**src/rtl/lsq_mem_port.sv**
```systemverilog
// LSQ-to-data-memory port: pops the oldest LSQ entry, runs one req/gnt/rvalid
// transaction at a time and returns load results. Optional: LSQ_MEM_ALIGN_CHECK_EN.
module lsq_mem_port #(
  parameter int PC_WIDTH       = 12,
  parameter int ADDR_WIDTH     = 32,
  parameter int DATA_WIDTH     = 32,
  parameter int TIMEOUT_CYCLES = 64
) (
  input  logic                  clk,
  input  logic                  rst,
  input  logic                  flush,
  input  logic                  lsq_valid,
  input  logic                  lsq_is_load,
  input  logic [PC_WIDTH-1:0]   lsq_pc,
  input  logic [ADDR_WIDTH-1:0] lsq_addr,
  input  logic [DATA_WIDTH-1:0] lsq_data,
  output logic                  lsq_pop,
  output logic                  mem_req,
  output logic                  mem_we,
  output logic [ADDR_WIDTH-1:0] mem_addr,
  output logic [DATA_WIDTH-1:0] mem_wdata,
  input  logic                  mem_gnt,
  input  logic                  mem_rvalid,
  input  logic [DATA_WIDTH-1:0] mem_rdata,
  output logic                  wb_valid,
  output logic [PC_WIDTH-1:0]   wb_pc,
  output logic [DATA_WIDTH-1:0] wb_data,
  output logic                  wb_err,
  input  logic                  wb_ready,
  output logic                  st_done,
`ifdef LSQ_MEM_ALIGN_CHECK_EN
  output logic                  err_misalign,
`endif
  output logic                  busy
);

  localparam int               CNT_W    = $clog2(TIMEOUT_CYCLES) + 1;
  localparam logic [CNT_W-1:0] CNT_LAST = CNT_W'(TIMEOUT_CYCLES - 1);
  localparam logic [CNT_W-1:0] CNT_MAX  = '1;

  typedef enum logic [1:0] {IDLE, REQ, WAIT, WB} state_t;

  state_t                state, state_nxt;
  logic                  kill, kill_nxt;
  logic [CNT_W-1:0]      cnt, cnt_nxt;
  logic                  st_done_r, st_done_nxt;
  logic                  wb_err_r, wb_err_nxt;
  logic                  pop;
  logic                  rdata_load, rdata_zero;

  logic                  is_load_p1;
  logic [PC_WIDTH-1:0]   pc_p1;
  logic [ADDR_WIDTH-1:0] addr_p1;
  logic [DATA_WIDTH-1:0] data_p1;
  logic [DATA_WIDTH-1:0] rdata_p2;

`ifdef LSQ_MEM_ALIGN_CHECK_EN
  logic                  misalign_r, misalign_nxt;
`endif

  function automatic logic [CNT_W-1:0] sat_inc(input logic [CNT_W-1:0] v);
    return (v == CNT_MAX) ? v : v + CNT_W'(1);
  endfunction

  always_comb begin
    state_nxt   = state;
    kill_nxt    = kill;
    cnt_nxt     = cnt;
    st_done_nxt = 1'b0;
    wb_err_nxt  = wb_err_r;
    pop         = 1'b0;
    rdata_load  = 1'b0;
    rdata_zero  = 1'b0;
`ifdef LSQ_MEM_ALIGN_CHECK_EN
    misalign_nxt = 1'b0;
`endif
    case (state)
      IDLE: begin
        kill_nxt = 1'b0;
        pop      = lsq_valid & ~flush;
        if (pop) begin
`ifdef LSQ_MEM_ALIGN_CHECK_EN
          // Misaligned entries are resolved locally and never reach memory
          if (lsq_addr[1:0] != 2'b00) begin
            if (lsq_is_load) begin
              state_nxt  = WB;
              wb_err_nxt = 1'b1;
              rdata_zero = 1'b1;
            end else begin
              st_done_nxt  = 1'b1;
              misalign_nxt = 1'b1;
            end
          end else begin
            state_nxt = REQ;
          end
`else
          state_nxt = REQ;
`endif
        end
      end
      REQ: begin
        // The handshake cannot be aborted; a flush only marks the op as killed
        kill_nxt = kill | flush;
        if (mem_gnt) begin
          if (is_load_p1) begin
            state_nxt = WAIT;
            cnt_nxt   = '0;
          end else begin
            state_nxt   = IDLE;
            st_done_nxt = ~(kill | flush);
          end
        end
      end
      WAIT: begin
        kill_nxt = kill | flush;
        cnt_nxt  = sat_inc(cnt);
        if (mem_rvalid || (cnt >= CNT_LAST)) begin
          state_nxt  = (kill | flush) ? IDLE : WB;
          wb_err_nxt = ~mem_rvalid;
          rdata_load = mem_rvalid;
          rdata_zero = ~mem_rvalid;
        end
      end
      WB: begin
        if (wb_ready || flush) state_nxt = IDLE;
      end
      default: state_nxt = IDLE;
    endcase
  end

  always_ff @(posedge clk or negedge rst) begin
    if (!rst) begin
      state     <= IDLE;
      kill      <= 1'b0;
      cnt       <= '0;
      st_done_r <= 1'b0;
      wb_err_r  <= 1'b0;
`ifdef LSQ_MEM_ALIGN_CHECK_EN
      misalign_r <= 1'b0;
`endif
    end else begin
      state     <= state_nxt;
      kill      <= kill_nxt;
      cnt       <= cnt_nxt;
      st_done_r <= st_done_nxt;
      wb_err_r  <= wb_err_nxt;
`ifdef LSQ_MEM_ALIGN_CHECK_EN
      misalign_r <= misalign_nxt;
`endif
    end
  end

  // Entry latch (p1) and response capture (p2)
  always_ff @(posedge clk) begin
    if (pop) begin
      is_load_p1 <= lsq_is_load;
      pc_p1      <= lsq_pc;
      addr_p1    <= lsq_addr;
      data_p1    <= lsq_data;
    end
    if (rdata_load) begin
      rdata_p2 <= mem_rdata;
    end else if (rdata_zero) begin
      rdata_p2 <= '0;
    end
  end

  // Data outputs are gated by state so they read 0 whenever idle or in reset
  assign lsq_pop   = pop & rst;
  assign mem_req   = (state == REQ);
  assign mem_we    = mem_req & ~is_load_p1;
  assign mem_addr  = mem_req ? addr_p1 : '0;
  assign mem_wdata = mem_we ? data_p1 : '0;
  assign wb_valid  = (state == WB);
  assign wb_pc     = wb_valid ? pc_p1 : '0;
  assign wb_data   = wb_valid ? rdata_p2 : '0;
  assign wb_err    = wb_valid & wb_err_r;
  assign st_done   = st_done_r;
  assign busy      = (state != IDLE);
`ifdef LSQ_MEM_ALIGN_CHECK_EN
  assign err_misalign = misalign_r;
`endif

endmodule

```
**config.mk**
```make
export PLATFORM = sky130hd
export DESIGN_NAME = lsq_mem_port
export DESIGN_NICKNAME = d
export VERILOG_FILES = /design/src/rtl/lsq_mem_port.sv
export SDC_FILE = /design/constraint.sdc
export NUM_CORES = 1
export LEC_CHECK = 0
export ABC_CLOCK_PERIOD_IN_PS = 6900
export BUFFER_PORTS_ARGS = -buffer_cell sky130_fd_sc_hd__buf_4
export CAP_MARGIN = 10
export CORE_UTILIZATION = 50
export DETAILED_ROUTE_END_ITERATION = 10
export PLACE_DENSITY = 0.82
export SLEW_MARGIN = 0
export SYNTH_ARGS = -nofsm -noshare
export SYNTH_HDL_FRONTEND = slang
export SYNTH_SLANG_ARGS = --single-unit
```
**constraint.sdc**
```tcl
create_clock -name clk -period 6.9 [get_ports clk]
set_input_delay 0.69 -clock clk [delete_from_list [all_inputs] [get_ports clk]]
set_output_delay 0.69 -clock clk [all_outputs]
set_load 0.005 [all_outputs]
```
* After elaboration in Yosys (flattened, before gate mapping)
Index checks and enable logic that the tools add are counted.
W data, S select, Z words.
** Word-level totals
- Register bits after elaboration :: 121
- Bits of input ports :: 116
- Output and inout bits :: 115
- Logic and storage cells :: 68
** Cells by class
- Add/sub/neg operators :: 1
- $lt $le $gt $ge :: 1
- Eq/ne operators :: 10
- Muxes and demuxes :: 26
- Bitwise logic cells :: 9
- Reductions and logical operators :: 11
** Operators with widths (count)
- $mux W32 :: 5
- $mux W7 :: 3
- $pmux W7 S2 :: 1
- $mux W12 :: 1
- $mux W2 :: 6
- $mux W1 :: 8
- $pmux W2 S4 :: 1
- $reduce_and A4 Y1 :: 2
- $reduce_bool A2 Y1 :: 4
- $add A7 B1 Y7 const B :: 1
- $eq A7 B7 Y1 const B :: 1
- $ge A7 B6 Y1 const B :: 1
- $ne A2 B1 Y1 const B :: 3
- $ne A2 B2 Y1 const B :: 3
- $and A1 B1 Y1 :: 4
- $eq A2 B2 Y1 const B :: 2
- $not A1 Y1 :: 4
- $eq A2 B1 Y1 const B :: 1
- $logic_not A2 Y1 :: 1
- $logic_or A1 B1 Y1 :: 2
- $pmux W1 S2 :: 1
- $reduce_and A2 Y1 :: 1
- $reduce_or A2 Y1 :: 1
- $or A1 B1 Y1 :: 1

* Depth between registers and ports, before layout
Gate-level depths: netlist of run 1.
- Depth after elaboration :: 6
- Gate-level depth with buffers :: 8
- Gate-level depth less buffers :: 6

* Worst setup path before layout of run 1
OpenSTA, ideal clock, no wires.
- Path kind :: input port to output port
- Start :: input port flush
- End :: output port lsq_pop
- Arrival time :: 4.475 ns
- Data required time :: 6.210 ns
- Slack :: 1.735 ns
- Cell stages on the path :: 3
- Path buffers :: 0
- Cell sequence :: nand2b_1 nor2_1 and2_1
** On the way
- Word-level cells in the longest chain between the ends :: 4
** RTL lines
- start, declared :: RTL line 11 : input logic flush,
- $not A1 Y1 :: RTL line 80 : pop = lsq_valid & ~flush;
- $and A1 B1 Y1 :: RTL line 80
- $mux W1 :: RTL line 77 : case (state)
- named net pop :: RTL line 48 : logic pop;
- $and A1 B1 Y1 :: RTL line 169 : assign lsq_pop = pop & rst;
- end, declared :: RTL line 17 : output logic lsq_pop,
The timed path passes the listed nets, and every way through them passes these cells.

* Worst setup path after layout of run 1
- Start :: register state[1]
- End :: output port mem_wdata[20]
** On the way
- Word-level cells in the longest chain between the ends :: 3
** RTL lines
- start, declared :: RTL line 43 : state_t state, state_nxt;
- start signal, assigned :: RTL line 142 : state <= state_nxt;
- $eq A2 B1 Y1 :: RTL line 170 : assign mem_req = (state == REQ);
- $and A1 B1 Y1 :: RTL line 171 : assign mem_we = mem_req & ~is_load_p1;
- $mux W32 :: RTL line 173 : assign mem_wdata = mem_we ? data_p1 : '0;
- end, declared :: RTL line 21 : output logic [DATA_WIDTH-1:0] mem_wdata,
Every way passes these cells.

==> results.txt, run 1 <==
----------------------------------------------------
[Logic synthesis]
  Number of warnings printed during yosys synthesis ... 0
  Number of enable-type register cells in the synthesized netlist ... 109
  Post-synth top flop ... sky130_fd_sc_hd__edfxtp_1
  Post-Synthesis Cell Area ... 0.004966 sq mm
  Number of nets in the synthesized netlist ... 474
  Flip-flop and latch count after synthesis ... 121
  Post-synthesis average cell area ... 14.11 sq um
  Cell count after synthesis ... 352
  Part of the Yosys area used for sequential elements ... 0.7196
  Async SR Flop Fraction ... 0.09917
  Count of different cell masters after synthesis ... 27

[Pwr]
  Standby leakage power ... 3.358 nW
  Net switching component of the power ... 0.0005978 W
  Total power consumption of the routed design ... 0.002482 W
  Share of total power in sequential cells ... 0.376
  Maximum vdd drop ... 220.0 uV
  Internal ... 0.001884 W
  Cell Pwr Density ... 329.8 mW/mm^2
  Net switching share of the total power ... 0.2409
  Comb power frac ... 0.221
  Clock network fraction of design power ... 0.403

[Floorplanning]
  Chip Height ... 101.7 microns
  Rows ... 36
  Area of the core ... 0.009684 sq mm
  X dimension of the die ... 101.7 microns
  Starting density of the core ... 0.5128
  Die area ... 0.01033 sq mm
  Number of top-level pins ... 231

[GRT]
  Total grt overflow ... 0
  Maximum number of pins on one net before global-route repair ... 79
  Tot GR Track Use ... 0.2367
  Global-route wire length before repair ... 17520 microns
  Number of antenna violations at the first check in global routing ... 0
  Vias in the first global route ... 3508

[Clocking]
  Latest clock arrival within the worst-skew pair ... 520 ps
  Buffers inserted by post-CTS timing repair ... 0
  Maximum buffer depth of the clock tree ... 2
  CTS clk-pin slew, worst paths ... 60 ps
  Number of levels the H-tree was split into ... 4
  Total clock sinks ... 121
  Root Buffer Master ... sky130_fd_sc_hd__clkbuf_8
  Total CTS buffers ... 17
  Clock tree from TritonCTS ... built

[Critical path]
  Nature of the critical path endpoint ... output port
  Worst-path cell with the longest stage delay ... sky130_fd_sc_hd__ha_1
  Delay contributed by the slowest stage of the critical path ... 810 ps
  CP Buf/Inv Count ... 4
  Required time reported for the critical path endpoint ... 6210 ps
  Crit Path Max Fanout ... 38
  Worst path top cell family by delay ... adder cells
  Data arrival time of the worst path ... 2750 ps
  Worst-path cell chain ... inv_1 > ha_1 > inv_1 > nor2_1 > buf_4 > and2_1 > buf_4
  Type of the setup path with the least slack ... reg2out
  Worst Setup Start Kind ... flop

[Timing]
  Sum Neg Setup Slack ... 0 ps
  Final setup violation count ... 0
  Unrepaired setup endpoints after global routing ... no
  Measured slew at the worst slew-check pin ... 999.7 ps
  Final period utilization ... 0.4991
  Skew final ... 6.739 ps
  Final hold violation count ... 0
  Peak clock frequency supported by timing ... 0.2904 GHz
  Fin. max-slew vios ... 0
  Final worst path period need ... 3444 ps
  Worst-case headroom to the max-slew limit ... 0.3335

[Min path]
  Kind of path behind the tightest hold check ... in2reg

[Drt]
  Via density per instance ... 4.866
  Wirelength, routed ... 12240 microns
  Total via count in the routed design ... 3562
  Number of DRC violations after detailed-routing iteration 0 ... 151
  Antenna-violating nets left ... 0
  Routed length per instance ... 16.72 microns
  Residual DRC ... 0
  Number of detailed-routing iterations run before antenna repair ... 4

[Layout]
  Fraction of final layout cells sized beyond drive strength 1 ... 0.4491
  Summed area of non-filler cells in the final layout ... 0.007525 sq mm
  Final-stage net count ... 708
  Post-synthesis to final-layout area growth ... 51.52%
  Leading cell type in the layout, fill and taps excluded ... sky130_fd_sc_hd__buf_4
  Count of antenna diodes in the layout ... 0
  Filler cells ... 566
  Commonest non-fill, non-tap cells in the layout ... sky130_fd_sc_hd__buf_4, sky130_fd_sc_hd__and2_1, sky130_fd_sc_hd__edfxtp_1

[Run]
  Number of max-cap violations ... 0

[Placed design]
  Detailed-placement wirelength estimate ... 8099 microns
  Total placed instance area ... 0.006818 sq mm
  Port Buf Inserts ... 230
  Final weighted congestion of routability-driven global placement ... 0.7978

[Status]
  Outcome ... completed

----------------------------------------------------
[synthesized netlist by cell type, drive strengths merged (2+ instances only)]
master | number | share of area
clkbuf | 19 | 0.014
edfxtp | 109 | 0.66
o221ai | 2 | 0.0035
nor2 | 10 | 0.0076
buf | 2 | 0.0020
and3 | 33 | 0.042
nand2 | 6 | 0.0045
inv | 6 | 0.0045
nand2b | 2 | 0.0025
nand3 | 5 | 0.0050
ha | 6 | 0.015
o21ai | 6 | 0.0060
and2 | 110 | 0.14
or3 | 3 | 0.0038
a22oi | 2 | 0.0030
nor2b | 2 | 0.0025
dfrtp | 12 | 0.060
a21oi | 8 | 0.0081
[sequential cells by signal, summed over array words and instances, names as in the netlist]
name	cells
st_done	1
cnt	7
data_p1	32
pc_p1	12
state	2
is_load_p1	1
wb_err_r	1
kill	1
addr_p1	32
rdata_p2	32
[layout make-up]
type	instances	area, sq um	area share
repair buffers	236	1794	0.2384
well taps	133	166.4	0.02212
clock buffers	18	417.9	0.05554
multi-input cells	204	1299	0.1726
inverters	6	22.52	0.002993
clock inverters	14	251.5	0.03342
flip-flops and latches	121	3573	0.4749
[stage by stage]
stage          setup WS, ps    util  hold WS (ps)  cells
2_1_floorplan          1735       -         394.4    352
3_5_place_dp           3953  0.7040         487.1    698
3_3_place_gp           4002  0.7040         477.5    698
6_report               3456  0.7770         347.2    732
5_1_grt                3146  0.7770         313.4    732
4_1_cts                3367  0.7742         326.9    731
[power groups by stage]
stage                     registers (W)  clock network, W  logic (W)
final                          0.000933           0.00100   0.000548
after CTS                      0.000934           0.00101   0.000550
after detailed placement       0.000946                 0   0.000541
after global routing           0.000942           0.00105   0.000597
after global placement         0.000942                 0   0.000529
after floorplan                0.000943                 0   0.000242
[cells by family after synthesis]
kind of cell	after synthesis	synth area share
AOI/OAI and AO/OA	24	0.03124
buffers and inverters	27	0.02091
DFF	121	0.7196
adders and majority gates	6	0.01512
muxes	1	0.003023
and+or+nand+nor	173	0.2101
[timing repair]
action | 4_1_cts | 5_1_grt
hold buffers | 1 | 0
gates resized for setup | 0 | 0
hold endpoints to repair | 4 | 0
[layer usage]
metal | share of wire | track usage
met3 | 0.090 | 0.1063
met1 | 0.37 | 0.2600
met2 | 0.52 | 0.3924
met4 | 0.023 | 0.1126
met5 | 0 | 0
[worst paths after layout]
kind                               from  slack, ps  cells after the start            end
max                            state[1]       3460                      7  mem_wdata[20]
min                        lsq_data[29]        350                      1    data_p1[29]
max reg2reg                    state[0]       4320                      7         cnt[3]
min reg2reg                        kill        490                      1           kill
max in group asynchronous           rst       6180                      2         cnt[5]
min in group asynchronous           rst        560                      2       state[0]
Power figures use the tool's default switching activity.
==> run 2, diff against run 1 <==
--- a/config.mk
+++ b/config.mk
@@ -5,12 +5,12 @@
 export SDC_FILE = /design/constraint.sdc
 export NUM_CORES = 1
 export LEC_CHECK = 0
-export ABC_CLOCK_PERIOD_IN_PS = 6900
+export ABC_CLOCK_PERIOD_IN_PS = 3410
 export BUFFER_PORTS_ARGS = -buffer_cell sky130_fd_sc_hd__buf_4
 export CAP_MARGIN = 10
-export CORE_UTILIZATION = 50
+export CORE_UTILIZATION = 47
 export DETAILED_ROUTE_END_ITERATION = 10
-export PLACE_DENSITY = 0.82
+export PLACE_DENSITY = 0.78
 export SLEW_MARGIN = 0
 export SYNTH_ARGS = -nofsm -noshare
 export SYNTH_HDL_FRONTEND = slang
==> constraint.sdc (replaced) <==
create_clock -name clk -period 3.41 [get_ports clk]
set_input_delay 0.341 -clock clk [delete_from_list [all_inputs] [get_ports clk]]
set_output_delay 0.341 -clock clk [all_outputs]
set_load 0.005 [all_outputs]
==> run 2 against run 1 <==
Net effect:
- largest cell class unchanged
- final cell count grew 11%
- critical path depth is the same
- sequential share of layout area shrank 3.9 points
- non-clock buffer count grew 77
==> results.txt, run 2 (synthesis results as in run 1) <==
----------------------------------------------------
[Layout]
  Fraction of final layout cells sized beyond drive strength 1 ... 0.4009 (-0.04819)
  Leading cell type in the layout, fill and taps excluded ... sky130_fd_sc_hd__buf_4
  Summed area of non-filler cells in the final layout ... 0.008192 sq mm (+8.9%)
  Largest registers ... addr_p1 x32, data_p1 x32, rdata_p2 x32
  Count of antenna diodes in the layout ... 0 (unchanged)
  Commonest non-fill, non-tap cells in the layout ... sky130_fd_sc_hd__buf_4, sky130_fd_sc_hd__and2_1, sky130_fd_sc_hd__edfxtp_1
  Final cell utilization of the core ... 0.7971 (+0.02005)
  Final-stage net count ... 785 (+11%)
  Post-synthesis to final-layout area growth ... 64.95%

[GRT]
  Total grt overflow ... 0 (unchanged)
  Grt met3 use ... 0.07548 (-0.03080)
  Met1 routing resource usage after global routing ... 0.3211 (+0.06107)
  Met2 Use GR ... 0.4763 (+0.08394)
  Tot GR Track Use ... 0.2782 (+0.04152)
  Global-route wire length before repair ... 22690 microns (+30%)
  Number of antenna violations at the first check in global routing ... 0 (unchanged)
  Grt peak-use layer ... met2
  Vias in the first global route ... 4225 (+20%)
  Maximum number of pins on one net before global-route repair ... 48 (-39%)

[Drt]
  Antenna-violating nets left ... 0 (unchanged)
  Residual DRC ... 0 (unchanged)
  Total via count in the routed design ... 4044 (+14%)
  Number of DRC violations after detailed-routing iteration 0 ... 291 (+93%)
  Routed length per instance ... 18.56 microns (+11%)
  Number of detailed-routing iterations run before antenna repair ... 4 (unchanged)
  Wirelength, routed ... 15070 microns (+23%)
  Via density per instance ... 4.980 (+2.3%)

[Pwr]
  Total power consumption of the routed design ... 0.004880 W (+97%)
  Standby leakage power ... 3.622 nW (+7.9%)
  Maximum vdd drop ... 401.2 uV (+82%)
  Cell Pwr Density ... 595.7 mW/mm^2 (+81%)

[Floorplanning]
  Die area ... 0.01098 sq mm (+6.3%)
  Starting density of the core ... 0.4832 (-0.02959)
  X dimension of the die ... 104.8 microns (+3.1%)
  Number of top-level pins ... 231 (unchanged)
  Area of the core ... 0.01028 sq mm (+6.1%)
  Chip Height ... 104.8 microns (+3.1%)
  Rows ... 37 (+2.8%)

[Timing]
  Measured slew at the worst slew-check pin ... 789.2 ps (-210.5 ps)
  Final period utilization ... 0.8589
  Final hold violation count ... 0 (unchanged)
  Worst-case headroom to the max-slew limit ... 0.4739 (+0.1403)
  Unrepaired setup endpoints after global routing ... no
  Final setup violation count ... 0 (unchanged)
  Skew final ... 6.369 ps (-0.3703 ps)
  Final worst path period need ... 2929 ps
  Peak clock frequency supported by timing ... 0.3414 GHz
  Sum Neg Setup Slack ... 0 ps (unchanged)
  Fin. max-slew vios ... 0 (unchanged)

[Clocking]
  Maximum buffer depth of the clock tree ... 2 (unchanged)
  Total CTS buffers ... 17 (unchanged)
  Latest clock arrival within the worst-skew pair ... 510 ps (about the same)
  Number of levels the H-tree was split into ... 4 (unchanged)
  CTS clk-pin slew, worst paths ... 60 ps (about the same)
  Root Buffer Master ... sky130_fd_sc_hd__clkbuf_8
  Total clock sinks ... 121 (unchanged)
  Clock tree from TritonCTS ... built

[Critical path]
  Delay contributed by the slowest stage of the critical path ... 510 ps (-300 ps)
  Required time reported for the critical path endpoint ... 3070 ps (-3140 ps)
  Worst-path cell with the longest stage delay ... sky130_fd_sc_hd__nor2_4
  Crit Path Max Fanout ... 38 (unchanged)
  Data arrival time of the worst path ... 2590 ps (-160 ps)
  Nature of the critical path endpoint ... output port
  Worst path top cell family by delay ... simple AND/OR/NAND/NOR gates
  CP Buf/Inv Count ... 4 (unchanged)
  Worst Setup Start Kind ... flop
  Worst-path cell chain ... inv_1 > ha_1 > buf_4 > inv_1 > nor2_4 > and2_1 > buf_4
  Type of the setup path with the least slack ... reg2out

[Placed design]
  Detailed-placement wirelength estimate ... 8423 microns (+4.0%)
  Final weighted congestion of routability-driven global placement ... 0.8084 (+1.3%)
  Total placed instance area ... 0.006839 sq mm (+0.31%)
  Port Buf Inserts ... 230 (unchanged)

[Min path]
  Kind of path behind the tightest hold check ... in2reg

[Status]
  Outcome ... completed

[Run]
  Number of max-cap violations ... 0 (unchanged)

----------------------------------------------------
==> run 2: power by group <==
| part | leakage (nW) | switching (W) | internal [W] |
|---|---|---|---|
| Clock | 0.267 | 0.000649 | 0.00111 |
| Sequential | 1.16 | 0.0000768 | 0.00183 |
| Combinational | 2.19 | 0.000580 | 0.000635 |
| Total | 3.62 | 0.00131 | 0.00357 |
==> run 2: timing repair <==
item / 4_1_cts / 5_1_grt
endpoints found under the hold margin: 88 / 0
hold buffers: 77 / 0
buffers inserted: 0 / 0
resized for setup: 0 / 1
setup endpoints to repair: 0 / 1
==> run 2: stage by stage <==
| stage | instances | setup slack [ps] | hold WS (ps) |
|---|---|---|---|
| finish | 812 | 481.2 | 37.92 |
| global route | 812 | 318.8 | 15.47 |
| CTS | 812 | 268.4 | 3.458 |
| detailed placement | 703 | 850.2 | 195.0 |
| global placement | 703 | 999.0 | 195.0 |
| floorplan | 352 | 480.6 | 45.41 |
==> run 2: worst register-to-register path, stage by stage (launching register included) <==
cell,delay [ps]
sky130_fd_sc_hd__dfrtp_1,440
sky130_fd_sc_hd__inv_1,130
sky130_fd_sc_hd__ha_1,490
sky130_fd_sc_hd__nand3_1,140
sky130_fd_sc_hd__o221ai_1,650
sky130_fd_sc_hd__o21ai_0,210
sky130_fd_sc_hd__a21oi_1,190
==> run 2: cell type report <==
class                   count  area (sq um)
repair buffers            313          2542
fillers                   549          2086
clock inverters            12         151.4
inverters                   6         22.52
flip-flops and latches    121          3573
clock buffers              20         425.4
multi-input cells         204          1306
well taps                 136         170.2
==> run 2: worst paths after layout <==
check / startpoint / cells after the start / end / slack, ps
max in group asynchronous: rst / 2 / cnt[0] / 3000
min in group asynchronous: rst / 2 / st_done / 240
min reg2reg: wb_err_r / 2 / wb_err_r / 530
max reg2reg: state[0] / 6 / cnt[2] / 1080
min: lsq_addr[23] / 1 / addr_p1[23] / 40
max: state[1] / 7 / mem_wdata[27] / 480
==> run 2: layer usage <==
metal / vias to the layer above / routed length, microns
met5: - / 0
met2: 226 / 7697
li1: 1865 / -
met1: 1914 / 5664
met4: 0 / 498
met3: 39 / 1214
==> run 3, diff against run 2 <==
--- a/config.mk
+++ b/config.mk
@@ -8,9 +8,9 @@
 export ABC_CLOCK_PERIOD_IN_PS = 3410
 export BUFFER_PORTS_ARGS = -buffer_cell sky130_fd_sc_hd__buf_4
 export CAP_MARGIN = 10
-export CORE_UTILIZATION = 47
+export CORE_UTILIZATION = 29
 export DETAILED_ROUTE_END_ITERATION = 10
-export PLACE_DENSITY = 0.78
+export PLACE_DENSITY = 0.51
 export SLEW_MARGIN = 0
 export SYNTH_ARGS = -nofsm -noshare
 export SYNTH_HDL_FRONTEND = slang
==> run 3 against run 2 <==
Net effect:
- critical path depth is 1 higher
- core utilization is 34 points lower
- flip-flop and latch count did not move
- maximum frequency increased by 14%
- via count decreased by 13%
- clock skew is 1.0 ps lower
- count of clock-buffer cells in the layout decreased by 3
- design area decreased by 7.8%
- global-route usage fell by 13 points
- worst hold slack gained 64 ps
- die area is 61% higher
- highest routed layer unchanged
- combinational power is 9% lower
==> results.txt, run 3 (synthesis results as in run 1) <==
----------------------------------------------------
[Timing]
  Worst-case headroom to the max-slew limit ... 0.4760 (+0.002098)
  Final worst path period need ... 2576 ps (-352.8 ps)
  Sum Neg Setup Slack ... 0 ps (unchanged)
  Measured slew at the worst slew-check pin ... 786.1 ps (-3.147 ps)
  Final period utilization ... 0.7554 (-0.1035)
  Unrepaired setup endpoints after global routing ... no
  Skew final ... 5.335 ps (-1.033 ps)
  Fin. max-slew vios ... 0 (unchanged)
  Final Worst Setup Slack ... 834.0 ps (+352.8 ps)
  Final setup violation count ... 0 (unchanged)
  Final hold violation count ... 0 (unchanged)
  Peak clock frequency supported by timing ... 0.3882 GHz (+14%)

[Clocking]
  Hold-fix buffers, CTS ... 1 (-99%)
  Root Buffer Master ... sky130_fd_sc_hd__clkbuf_16
  Post-CTS resize count ... 0 (unchanged)
  Clock tree from TritonCTS ... built
  Latest clock arrival within the worst-skew pair ... 410 ps (-100 ps)
  Total clock sinks ... 121 (unchanged)
  Buffers inserted by post-CTS timing repair ... 0 (unchanged)
  Total CTS buffers ... 17 (unchanged)
  CTS clk-pin slew, worst paths ... 60 ps (about the same)
  Number of levels the H-tree was split into ... 4 (unchanged)
  Maximum buffer depth of the clock tree ... 2 (unchanged)

[Floorplanning]
  Rows ... 47 (+27%)
  Starting density of the core ... 0.2984 (-0.1848)
  X dimension of the die ... 132.9 microns (+27%)
  Area of the core ... 0.01664 sq mm (+62%)
  Number of top-level pins ... 231 (unchanged)
  Die area ... 0.01765 sq mm (+61%)
  Chip Height ... 132.9 microns (+27%)

[Drt]
  Total via count in the routed design ... 3524 (-13%)
  Number of DRC violations after detailed-routing iteration 0 ... 94 (-68%)
  Antenna-violating nets left ... 0 (unchanged)
  Residual DRC ... 0 (unchanged)
  Routed length per instance ... 15.12 microns (-19%)
  Number of detailed-routing iterations run before antenna repair ... 4 (unchanged)
  Wirelength, routed ... 12420 microns (-18%)
  Via density per instance ... 4.292 (-14%)

[Placed design]
  Port Buf Inserts ... 230 (unchanged)
  Minimum setup slack after placement ... 1156 ps (+305.5 ps)
  Inst Count DP ... 788 (+12%)
  Detailed-placement wirelength estimate ... 8697 microns (+3.2%)
  Final weighted congestion of routability-driven global placement ... 0.7461 (-7.7%)

[Layout]
  Post-synthesis to final-layout area growth ... 52.10%
  Filler cells ... 1533 (+180%)
  Final-stage net count ... 710 (-9.6%)
  Commonest non-fill, non-tap cells in the layout ... sky130_fd_sc_hd__buf_4, sky130_fd_sc_hd__and2_1, sky130_fd_sc_hd__edfxtp_1
  Fraction of final layout cells sized beyond drive strength 1 ... 0.4559 (+0.05502)
  Largest registers ... addr_p1 x32, data_p1 x32, rdata_p2 x32
  Post-layout instance count excluding filler cells ... 821 (+1.1%)
  Leading cell type in the layout, fill and taps excluded ... sky130_fd_sc_hd__buf_4
  Count of antenna diodes in the layout ... 0 (unchanged)

[Critical path]
  Type of the setup path with the least slack ... reg2out
  CP Buf/Inv Count ... 5 (+1)
  Data arrival time of the worst path ... 2230 ps (-360 ps)
  Worst-path cell chain ... inv_1 > ha_1 > buf_4 > inv_1 > nor2_2 > buf_4 > and2_1 > buf_4
  Delay contributed by the slowest stage of the critical path ... 430 ps (-80 ps)
  Nature of the critical path endpoint ... output port
  Worst path top cell family by delay ... buffers and inverters
  Required time reported for the critical path endpoint ... 3070 ps (about the same)
  Worst Setup Start Kind ... flop
  Worst-path cell with the longest stage delay ... sky130_fd_sc_hd__dfrtp_1
  Most numerous cell on the critical path ... sky130_fd_sc_hd__buf_4
  Setup slack of the most critical reg-to-reg path ... 1170 ps (+90 ps)
  Crit Path Max Fanout ... 37 (-2.6%)

[Status]
  Outcome ... completed

[Pwr]
  Net switching share of the total power ... 0.2639 (-0.003797)
  Internal ... 0.003484 W (-2.5%)
  Cell Pwr Density ... 626.5 mW/mm^2 (+5.2%)
  Net switching component of the power ... 0.001249 W (-4.4%)
  Standby leakage power ... 3.310 nW (-8.6%)
  Clock network fraction of design power ... 0.369 (+0.009)
  Maximum vdd drop ... 352.1 uV (-12%)
  Share of total power in sequential cells ... 0.398 (+0.007)
  Comb power frac ... 0.233 (-0.016)

[GRT]
  Tot GR Track Use ... 0.1451 (-0.1332)
  Maximum number of pins on one net before global-route repair ... 56 (+17%)
  Total grt overflow ... 0 (unchanged)
  Global-route wire length before repair ... 19210 microns (-15%)
  Number of antenna violations at the first check in global routing ... 0 (unchanged)
  Vias in the first global route ... 3594 (-15%)

[Run]
  Number of max-cap violations ... 0 (unchanged)

[Min path]
  Kind of path behind the tightest hold check ... in2reg

----------------------------------------------------
run 3: path summary, 6_finish.rpt:
kind                         startpoint       endpoint  cells after the start
setup / recovery               state[1]  mem_wdata[18]                      8
hold / removal             lsq_data[26]    data_p1[26]                      1
setup reg to reg               state[1]         cnt[4]                      7
hold reg to reg                    kill           kill                      1
max in group asynchronous           rst         cnt[4]                      2
min in group asynchronous           rst        st_done                      2
run 3: final cells by class:
type,count,area (sq um),share of cell area
clock buffer,17,425.4,0.05632
inverter,6,22.52,0.002982
timing repair buffer,238,1802,0.2385
tap,220,275.3,0.03644
clock inverter,15,153.9,0.02037
sequential,121,3573,0.4731
multi-input combinational,204,1301,0.1723
run 3: worst reg2reg max path: cells and delay by family (launching register included):
kind	cells	cell delay [ps]
and+or+nand+nor	1	470
adders and majority gates	1	200
buffers and inverters	2	330
DFF	1	410
AOI/OAI and AO/OA	3	740
run 3: through the flow:
stage                     hold slack (ps)  area [sq um]  utilization  power (W)
after floorplan                     45.41          4974            -   0.002392
after global placement              201.3          6964       0.4185   0.003032
after detailed placement            199.1          6964       0.4185   0.003034
after CTS                           76.68          7553       0.4539   0.004811
after global routing                69.34          7553       0.4539   0.004985
final                               101.9          7553       0.4539   0.004733
run 3: metal layers:
| metal | GRT usage | wire length (microns) | vias to the layer above | part of all wire |
|---|---|---|---|---|
| met5 | 0 | 0 | - | 0 |
| met4 | 0.05747 | 194 | 0 | 0.016 |
| met3 | 0.09195 | 1632 | 18 | 0.13 |
| met2 | 0.2155 | 5528 | 180 | 0.45 |
| met1 | 0.1663 | 5060 | 1614 | 0.41 |
| li1 | - | - | 1712 | - |
run 3: power groups by stage:
stage               clock [W]  combinational (W)  sequential, W
finish                0.00175            0.00110        0.00189
global route          0.00185            0.00123        0.00190
CTS                   0.00180            0.00113        0.00189
detailed placement          0            0.00112        0.00192
global placement            0            0.00112        0.00191
floorplan                   0           0.000495        0.00190
